==> config.mk <==
export PLATFORM = sky130hd
export DESIGN_NAME = latch_load_sequencer
export DESIGN_NICKNAME = d
export VERILOG_FILES = /design/src/rtl/latch_seq_pkg.sv /design/src/rtl/latch_load_sequencer_phase_timer.sv /design/src/rtl/latch_load_sequencer.sv
export SDC_FILE = /design/constraint.sdc
export NUM_CORES = 1
export LEC_CHECK = 0
export ABC_AREA = 1
export CAP_MARGIN = 30
export CORE_MARGIN = 8
export CORE_UTILIZATION = 23
export DETAILED_ROUTE_END_ITERATION = 7
export GPL_ROUTABILITY_DRIVEN = 0
export PLACE_DENSITY = 0.45
export SKIP_CTS_REPAIR_TIMING = 1
export SLEW_MARGIN = 5
export SYNTH_ARGS = -nofsm -noshare
export SYNTH_HDL_FRONTEND = slang
export SYNTH_SLANG_ARGS = --single-unit
==> constraint.sdc <==
create_clock -name clk -period 1.4 [get_ports clk]
set_input_delay 0.35 -clock clk [delete_from_list [all_inputs] [get_ports clk]]
set_output_delay 0.35 -clock clk [all_outputs]
set_load 0.05 [all_outputs]
==> src/rtl/latch_seq_pkg.sv <==
// Shared state encoding and width helpers for the latch load sequencer.
package latch_seq_pkg;

    localparam logic [1:0] COLLECT = 2'd0;
    localparam logic [1:0] SETUP   = 2'd1;
    localparam logic [1:0] ENABLE  = 2'd2;
    localparam logic [1:0] HOLD    = 2'd3;

    function automatic int count_width(input int width);
        return $clog2(width + 1);
    endfunction

    // Wide enough to hold the longest window length.
    function automatic int timer_width(input int setup_cyc, input int en_cyc, input int hold_cyc);
        int m;
        m = setup_cyc;
        if (en_cyc > m)   m = en_cyc;
        if (hold_cyc > m) m = hold_cyc;
        return (m < 1) ? 1 : $clog2(m + 1);
    endfunction

endpackage

==> src/rtl/latch_load_sequencer_phase_timer.sv <==
// Loadable down-counter timing the SETUP, ENABLE and HOLD windows.
module phase_timer #(
    parameter int TW = 1
) (
    input  logic          clk,
    input  logic          rst,
    input  logic          load_i,
    input  logic [TW-1:0] load_val_i,
    output logic          tc_o
);

    logic [TW-1:0] count_q;
    logic [TW-1:0] count_d;

    always_comb begin
        count_d = count_q;
        if (load_i) begin
            count_d = load_val_i;
        end else if (count_q != '0) begin
            count_d = count_q - 1'b1;
        end
    end

    always_ff @(posedge clk) begin
        if (rst) begin
            count_q <= '0;
        end else begin
            count_q <= count_d;
        end
    end

    // Terminal count: the current window ends at the next edge.
    assign tc_o = (count_q == '0);

endmodule

==> src/rtl/latch_load_sequencer.sv <==
// Collects a serial word and drives it to a latch bank with a framed enable pulse.
module latch_load_sequencer
    import latch_seq_pkg::*;
#(
    parameter int WIDTH     = 4,
    parameter int SETUP_CYC = 1,
    parameter int EN_CYC    = 1,
    parameter int HOLD_CYC  = 1
) (
    input  logic             clk,
    input  logic             rst,
    input  logic             s_data,
    input  logic             s_valid,
    output logic             s_ready,
    output logic [WIDTH-1:0] d_out,
    output logic             en_out,
    output logic             busy,
    output logic             done
);

    localparam int CW = count_width(WIDTH);
    localparam int TW = timer_width(SETUP_CYC, EN_CYC, HOLD_CYC);

    localparam logic [CW-1:0] LAST_BIT = CW'(WIDTH - 1);
    localparam logic [TW-1:0] SETUP_LD = TW'(SETUP_CYC - 1);
    localparam logic [TW-1:0] EN_LD    = TW'(EN_CYC - 1);
    localparam logic [TW-1:0] HOLD_LD  = TW'(HOLD_CYC - 1);

    logic [1:0]       state_q, state_d;
    logic [CW-1:0]    count_q, count_d;
    logic [WIDTH-2:0] shreg_q, shreg_d;
    logic [WIDTH-1:0] d_out_q, d_out_d;
    logic             en_q, en_d;
    logic             done_q, done_d;

    logic             timer_load;
    logic [TW-1:0]    timer_val;
    logic             timer_tc;
    logic [WIDTH-1:0] shifted;

    assign shifted = {shreg_q, s_data};

    phase_timer #(
        .TW(TW)
    ) u_phase_timer (
        .clk       (clk),
        .rst       (rst),
        .load_i    (timer_load),
        .load_val_i(timer_val),
        .tc_o      (timer_tc)
    );

    always_comb begin
        state_d    = state_q;
        count_d    = count_q;
        shreg_d    = shreg_q;
        d_out_d    = d_out_q;
        en_d       = en_q;
        done_d     = 1'b0;
        timer_load = 1'b0;
        timer_val  = '0;
        case (state_q)
            COLLECT: begin
                if (s_valid) begin
                    if (count_q == LAST_BIT) begin
                        d_out_d    = shifted;
                        count_d    = '0;
                        shreg_d    = '0;
                        state_d    = SETUP;
                        timer_load = 1'b1;
                        timer_val  = SETUP_LD;
                    end else begin
                        shreg_d = shifted[WIDTH-2:0];
                        count_d = count_q + 1'b1;
                    end
                end
            end
            SETUP: begin
                if (timer_tc) begin
                    state_d    = ENABLE;
                    en_d       = 1'b1;
                    timer_load = 1'b1;
                    timer_val  = EN_LD;
                end
            end
            ENABLE: begin
                if (timer_tc) begin
                    state_d    = HOLD;
                    en_d       = 1'b0;
                    timer_load = 1'b1;
                    timer_val  = HOLD_LD;
                end
            end
            HOLD: begin
                if (timer_tc) begin
                    state_d = COLLECT;
                    done_d  = 1'b1;
                end
            end
            default: begin
                state_d = COLLECT;
                en_d    = 1'b0;
            end
        endcase
    end

    always_ff @(posedge clk) begin
        if (rst) begin
            state_q <= COLLECT;
            count_q <= '0;
            shreg_q <= '0;
            d_out_q <= '0;
            en_q    <= 1'b0;
            done_q  <= 1'b0;
        end else begin
            state_q <= state_d;
            count_q <= count_d;
            shreg_q <= shreg_d;
            d_out_q <= d_out_d;
            en_q    <= en_d;
            done_q  <= done_d;
        end
    end

    // Ready is decoded from state alone so s_valid never reaches it combinationally.
    assign s_ready = (state_q == COLLECT);
    assign busy    = (state_q != COLLECT);
    assign d_out   = d_out_q;
    assign en_out  = en_q;
    assign done    = done_q;

endmodule

==> run metrics <==
fill cell count 310; Post-Route WL around 1300 um; DRC viols 0; Post-Syn Nets 93; IO Pins 12; NumNets Final roughly 110; CTS max path bufs 2; required time of the critical path 1.05 ns; clock sink count 15; Synth Warn # 0; First DRT Iteration DRCs 6; Worst-path clk slew ~0.09 ns; vias in the first global route 555; fin crit share 104.5%; area leader, netlist dfxtp_1; failing checks setup timing; Synth area leaders dfxtp_1 46%, ha_1 9.7%, nand2_1 9.3%; Clock Latency Late Sink 0.28 ns; clock share of power 12.9%; Clock Skews ~0.0019 ns; root buffer cell clkbuf_4; Worst Setup Path Type reg -> out; min-delay worst type reg -> reg; H-tree lvl count 1; Detail Placement HPWL approximately 1000 um; Pwr per Cell Area between 1500 and 2000 mW/mm^2; reg2reg start state_q[0]$_SDFFE_PP0P_; Critical Path Sink busy; Worst IR Drop VDD between 0.001 and 0.0015 V; die area 0.004773 sq mm; Core Rows 19; die outline height just under 70 um; TNS Setup -0.06233 ns; Inserted Clock Buffers 3; Syn Area/Cell roughly 7.7 sq um; unrepaired setup endpoints after global routing true; Data arrival, critical path 1.11 ns; Sw Share 41.33%; status finished, violations left; post-route minimum period 1.462 ns; PortBufs 11; Post-Synthesis Cells 84; Slew Limit Fails 0; P_leak 0.4328 nW; r2r setup slk 0.09 ns; Startpoint Class register; Die X 69.09 um; Net Sw Power 0.7927 mW; post-place setup slack -0.08382 ns; core outline area 0.002710 sq mm; antenna violations before repair 0; largest net degree at the start of global routing 10; Seq pwr share between 20% and 30%; Synth Register Bits 15; Final WS setup -0.06233 ns; Seq/Total Area, Yosys 46.33%; mapped cell area 648.1 sq um; First-pass DRT Iterations 3; Crit. End Element output pin; initial cell density of the core a little under a quarter; GR Overflow Total 0; Setup crit start state_q[1]$_SDFFE_PP0P_; P_int 1.125 mW; Synth-to-Final Area Change 48.46%; Hold Fails Final Rpt 0; Max Fclk 683.8 MHz; share of cells above drive strength 1 between 20% and 30%; final setup vio count 1; maximum capacitance violations 0; vias 553; Vias/cell 4.096; Routed WL per cell 9.993 um; Yosys cell types 14; CTS tree yes; r2r endpoint state_q[1]$_SDFFE_PP0P_; ANT cells 0; Routed Antenna Nets 0; final core occ 35.50%; share of the synthesized area in the top cell type a little under half; CP Max Fanout 3; Comb pwr share between 50% and 60%; gr usage total 5.701%; first-pass GRT wire length approximately 2300 um; FF-to-FF path depth 9
==> logic make-up (layout without fill, tap and decap cells) <==
family                     after synthesis  count (layout)  synth area share [%]
other                                    1               1                0.5786
buffers and inverters                   12              32                 6.949
and+or+nand+nor                         39              39                 26.83
adders and majority gates                5               5                 9.653
DFF                                     15              15                 46.33
AOI/OAI and AO/OA                       12              12                 9.653
==> cells in the final DEF, fill, tap and decap left out, types with 2 or more instances in the layout <==
cell type        count
nand2_1             15
buf_4                5
inv_2                3
dfxtp_2              2
inv_1                8
a21oi_1              6
ha_1                 4
o21ai_0              5
nor2_1              16
nand3_1              3
clkbuf_4             3
clkdlybuf4s50_1      3
dfxtp_1             13
nor2_4               2
buf_12               8
==> how the worst min path moves through the flow <==
stage	slack, ns	startpoint	cells past startpoint	to
final	0.46	count_q[2]$_SDFFE_PP0N_	2	count_q[2]$_SDFFE_PP0N_
after global routing	0.49	count_q[2]$_SDFFE_PP0N_	2	count_q[2]$_SDFFE_PP0N_
after CTS	0.47	count_q[2]$_SDFFE_PP0N_	2	count_q[2]$_SDFFE_PP0N_
after detailed placement	0.45	count_q[2]$_SDFFE_PP0N_	2	count_q[2]$_SDFFE_PP0N_
after global placement	0.44	count_q[2]$_SDFFE_PP0N_	2	count_q[2]$_SDFFE_PP0N_
after floorplan	0.42	rst	1	shreg_q[0]$_SDFFE_PP0N_
==> sequential cells by signal (all words and copies together), names as in the netlist <==
signal	cells
d_out	4
shreg_q	3
u_phase_timer.count_q	1
state_q	2
en_out	1
done	1
count_q	3
==> worst max-delay path: stages (launching register included) <==
cell	delay, ns
dfxtp_2	0.34
inv_2	0.07
ha_4	0.17
clkinvlp_4	0.10
buf_12	0.15
==> Yosys cell counts <==
cell and n:
a21oi_1 6, dfxtp_1 15, inv_1 11, ha_1 5, nor2_4 2, nor2_1 16
nor3_1 1, inv_2 1, conb_1 1, nand3_1 3, nand2_4 1, a211oi_1 1
o21ai_0 5, nand2_1 16
==> stage by stage <==
step	cells	instance area (sq um)	hold slack [ns]	power [mW]
2_1_floorplan	84	664.4	0.4191	1.225
3_3_place_gp	127	900.9	0.4405	1.580
3_5_place_dp	127	900.9	0.4528	1.587
4_1_cts	131	927.1	0.4655	1.840
5_1_grt	135	962.2	0.4910	2.050
6_report	135	962.2	0.4570	1.918
==> power groups by stage <==
stage / logic, mW / clock network [mW] / registers [mW]
after global placement: 1.02 / 0 / 0.564
after CTS: 1.03 / 0.257 / 0.555
final: 1.11 / 0.247 / 0.559
after detailed placement: 1.02 / 0 / 0.566
after floorplan: 0.636 / 0 / 0.589
after global routing: 1.21 / 0.272 / 0.569
==> per-layer routing <==
metal  GRT usage (%)  wire length, um
met3           2.861               68
met1           6.078              654
met5               0                0
met4           2.733                0
met2           9.119              627
==> area by class of cell <==
| class | count | area, sq um | share of cell area (%) |
|---|---|---|---|
| clock buffer | 4 | 26.28 | 2.731 |
| inverter | 12 | 48.80 | 5.072 |
| multi-input combinational | 57 | 317.8 | 33.03 |
| sequential | 15 | 302.8 | 31.47 |
| tap | 31 | 38.79 | 4.031 |
| timing repair buffer | 16 | 227.7 | 23.67 |
No activity file was read; power rests on OpenSTA's default activity.
==> patch 1 (same flow settings) <==
Set the parameter `HOLD_CYC` to 0 (it was 1).
--- a/src/rtl/latch_load_sequencer.sv
+++ b/src/rtl/latch_load_sequencer.sv
@@ -5,7 +5,7 @@
     parameter int WIDTH     = 4,
     parameter int SETUP_CYC = 1,
     parameter int EN_CYC    = 1,
-    parameter int HOLD_CYC  = 1
+    parameter int HOLD_CYC  = 0
 ) (
     input  logic             clk,
     input  logic             rst,
Formal check against the unedited RTL: not equivalent (Yosys sat finds a counterexample within 10 cycles, from zero or initial values and one cycle with rst high).
==> patch 1 against the unedited design <==
Die area increased by 5.9%; design area increased by 10%; sequential cell count unchanged; highest routed layer is now met4; utilization about the same; the run still ends with negative setup slack left; area after synthesis increased by 7.7%; non-clock buffer count increased by 4; clock skew increased by 0.0015 ns; worst setup slack improved by 0.0071 ns; via count increased by 12%; routed wire length increased by 14%; combinational power increased by 9%; power increased by 4.8%; clock power about the same.
==> patch 1: results (changes against the unedited design) <==
Fin nets: 126 (was 114)
VDD IR-drop max: 0.525 mV (was 1.22 mV)
Reg-to-reg endpoint: state_q[0]$_SDFFE_PP0P_ (was state_q[1]$_SDFFE_PP0P_)
Share of cells above drive strength 1: 0.281 (was 0.260)
Setup TNS: -0.0980 ns (was -0.0623 ns)
Dpl ws: -0.111 ns (was -0.0838 ns)
Hold WS: 0.467 ns (was 0.457 ns)
Critical Path Sink: s_ready (was busy)
Sw Share: 0.400 (was 0.413)
First-pass GRT wire length: 2510 um (was 2310 um)
Mapped Cells: 90 (was 84)
R2R setup slack: 0.13 ns (was 0.09 ns)
Seq. pwr: 0.555 mW (was 0.559 mW)
Setup Skew: 0.00347 ns (was 0.00194 ns)
Post-Synthesis Net Count: 101 (was 93)
Vias in the first global route: 611 (was 555)
Fillers: 309 (was 310)
Design Power: 2.01 mW (was 1.92 mW)
Status: finished, violations left (unchanged)
Vias/cell: 4.20 (was 4.10)
CP peak stage delay: 0.36 ns (was 0.34 ns)
Worst hold path startpoint: count_q[2]$_SDFFE_PP0N_ (unchanged)
Leakage: 0.468 nW (was 0.433 nW)
Pre-Repair DR Iteration Count: 4 (was 3)
Most frequent cells after synthesis: 18 x nand2_1, 17 x nor2_1, 15 x dfxtp_1, 10 x inv_1 (was 16 x nand2_1, 16 x nor2_1, 15 x dfxtp_1, 11 x inv_1, 6 x a21oi_1)
Synth top area cells: dfxtp_1 43%, ha_1 13%, nand2_1 9.7% (was dfxtp_1 46%, ha_1 9.7%, nand2_1 9.3%)
Final setup fails: 2 (was 1)
Multi-input logic area: 369 um2 (was 318 um2)
Worst setup slack after layout: -0.0553 ns (was -0.0623 ns)
Detailed placement HPWL: 1160 um (was 1030 um)
Placed insts: 138 (was 127)
Gr usage total: 0.0627 (was 0.0570)
Drt initial violations: 17 (was 6)
Area after DPL: 976 um2 (was 901 um2)
Post-synthesis compound-gate area fraction: 0.115 (was 0.0965)
Clock Tree Buf Depth: 2 (unchanged)
Critical path peak fanout: 4 (was 3)
Violated checks: negative setup slack (unchanged)
Adder-Cell Fraction of Synth Area: 0.125 (was 0.0965)
WL/cell: 10.4 um (was 9.99 um)
[patch 1: changes by cell type after synthesis, sizes merged]
cell	delta
ha	+2
a21oi	+3
nand3	+3
o21ai	-1
a211oi	-1
conb	-1
inv	-1
nand2	+2
[patch 1: worst max-delay path, delay by kind of cell, from the launching register on]
kind | cells | cell delay, ns
flip-flops | 1 | 0.36
adder cells (fa/ha/maj) | 1 | 0.17
buffers and inverters | 3 | 0.29
[patch 1: metal layers]
metal / vias to the layer above / track usage / part of all wire
met2: 11 / 0.0937 / 0.43
met4: 0 / 0.0462 / 0.0091
met3: 2 / 0.0325 / 0.078
li1: 331 / - / -
met5: - / 0 / 0
met1: 273 / 0.0661 / 0.49
[patch 1: layout make-up]
type / count / area share
Timing Repair Buffer: 20 / 0.255
Clock buffer: 3 / 0.0213
Tap cell: 33 / 0.0390
Clock inverter: 1 / 0.00473
Multi-Input combinational cell: 64 / 0.349
Sequential cell: 15 / 0.286
Inverter: 11 / 0.0449
==> patch 2 (same flow settings) <==
Made on the original files. One comparison of `count_q` changes from == to >=.
--- a/src/rtl/latch_load_sequencer.sv
+++ b/src/rtl/latch_load_sequencer.sv
@@ -62,7 +62,7 @@
         case (state_q)
             COLLECT: begin
                 if (s_valid) begin
-                    if (count_q == LAST_BIT) begin
+                    if (count_q >= LAST_BIT) begin
                         d_out_d    = shifted;
                         count_d    = '0;
                         shreg_d    = '0;
Formal check against the unedited RTL: no difference found for any inputs over 10 cycles, from zero or initial values and one cycle with rst high; that may be too few to reach the edited logic, so the function may still have changed.
==> patch 2 against the unedited design <==
The flow still finishes with violations (negative setup slack); area after synthesis grew 5.2%; cell count is 5.2% higher; synthesized cell count increased by 3.6%; worst setup slack got worse by 0.023 ns; design area increased by 14%; combinational power up 9%; maximum frequency is 1.6% lower; power increased by 6.3%; clock skew grew 0.0042 ns; sequential cell count is the same; die area rose by 4.0%; routed wire length grew 16%.
==> patch 2: results (changes against the unedited design) <==
Vias in the first global route: 625 (was 555)
Via count: 609 (was 553)
Gr usage total: 0.0613 (was 0.0570)
Placed insts: 134 (was 127)
Leakage: 0.446 nW (was 0.433 nW)
Seq/Total Area, Yosys: 0.440 (was 0.463)
Area after DPL: 981 um2 (was 901 um2)
Status: finished, violations left (unchanged)
Final setup fails: 2 (was 1)
Worst Hold Path EP: done$_SDFF_PP0_ (was count_q[2]$_SDFFE_PP0N_)
R2r worst-path depth: 6 (was 9)
First-pass GRT wire length: 2550 um (was 2310 um)
WL/cell: 11.0 um (was 9.99 um)
Met3 Use GR: 0.0339 (was 0.0286)
Fin nets: 122 (was 114)
Syn Area/Cell: 7.84 um2 (was 7.72 um2)
Met1 usage: 0.0576 (was 0.0608)
Most frequent cells after synthesis: 15 x dfxtp_1, 14 x nand2_1, 13 x inv_1, 12 x nor2_1, 8 x a21oi_1 (was 16 x nand2_1, 16 x nor2_1, 15 x dfxtp_1, 11 x inv_1, 6 x a21oi_1)
Worst hold path startpoint: u_phase_timer.count_q$_SDFF_PP0_ (was count_q[2]$_SDFFE_PP0N_)
Synth cell types: 17 (was 14)
Critical path peak fanout: 4 (was 3)
Violated checks: negative setup slack (unchanged)
Synth top area cells: dfxtp_1 44%, ha_1 11%, nand2_1 7.7% (was dfxtp_1 46%, ha_1 9.7%, nand2_1 9.3%)
VDD IR-drop max: 1.07 mV (was 1.22 mV)
Drt initial violations: 8 (was 6)
Worst setup slack after layout: -0.0856 ns (was -0.0623 ns)
Reg-to-reg endpoint: count_q[1]$_SDFFE_PP0P_ (was state_q[1]$_SDFFE_PP0P_)
Worst path arrival time: 1.14 ns (was 1.11 ns)
## patch 2: cell count changes in the layout (fill, tap and decap cells not counted), sizes merged, moves of 2 or more
cell / change
a22oi: +3
buf: +5
a21oi: +2
o21ai: -4
nor2: -6
nor3: +2
nand3: +3
## patch 2: stage by stage
stage | TNS, ns | setup WS, ns | hold WS [ns]
6_report | -0.169 | -0.0856 | 0.482
5_1_grt | -0.254 | -0.130 | 0.516
4_1_cts | -0.412 | -0.254 | 0.491
3_5_place_dp | -0.749 | -0.128 | 0.476
3_3_place_gp | -0.470 | -0.0882 | 0.478
2_1_floorplan | 0 | 0.0226 | 0.427
## patch 2: worst max path at each step
| stage | start | to | slack (ns) | cells past startpoint |
|---|---|---|---|---|
| 2_1_floorplan | state_q[0]$_SDFFE_PP0P_ | state_q[0]$_SDFFE_PP0P_ | 0.02 | 6 |
| 3_3_place_gp | s_valid | count_q[1]$_SDFFE_PP0P_ | -0.09 | 5 |
| 4_1_cts | state_q[0]$_SDFFE_PP0P_ | busy | -0.25 | 4 |
| 6_report | state_q[1]$_SDFFE_PP0P_ | busy | -0.09 | 4 |
| 3_5_place_dp | s_valid | count_q[1]$_SDFFE_PP0P_ | -0.13 | 5 |
| 5_1_grt | state_q[1]$_SDFFE_PP0P_ | busy | -0.13 | 4 |
## patch 2: kinds of logic after synthesis
group           synth area share
compound gates             0.116
fa+ha+maj                  0.110
simple gates               0.251
buf+inv                   0.0771
other cells              0.00550
flops                      0.440
## patch 2: layout make-up
type / instances / area, um2 / share of cell area
Sequential cell: 15 / 309 / 0.283
Clock buffer: 3 / 22.5 / 0.0206
Inverter: 13 / 57.6 / 0.0527
Timing Repair Buffer: 21 / 282 / 0.258
Multi-Input combinational cell: 58 / 378 / 0.346
Clock inverter: 1 / 5.00 / 0.00458
Tap cell: 31 / 38.8 / 0.0355
## patch 2: layer usage
metal  vias up  share of wire  wire length (um)
met5         -              0                 0
met4         0              0                 0
met3         0          0.065               102
met2        10           0.53               826
met1       273           0.40               630
li1        326              -                 -
## patch 2: power groups by stage
stage / logic [mW] / registers, mW / clock network (mW)
finish: 1.21 / 0.575 / 0.251
global route: 1.32 / 0.585 / 0.280
CTS: 1.05 / 0.543 / 0.268
detailed placement: 1.04 / 0.553 / 0
global placement: 1.04 / 0.549 / 0
floorplan: 0.644 / 0.565 / 0
## patch 2: worst max-delay path: stages (launching register included)
cell and delay [ns]:
dfxtp_4 0.37, inv_4 0.06, ha_4 0.16, clkinvlp_4 0.11, buf_12 0.15
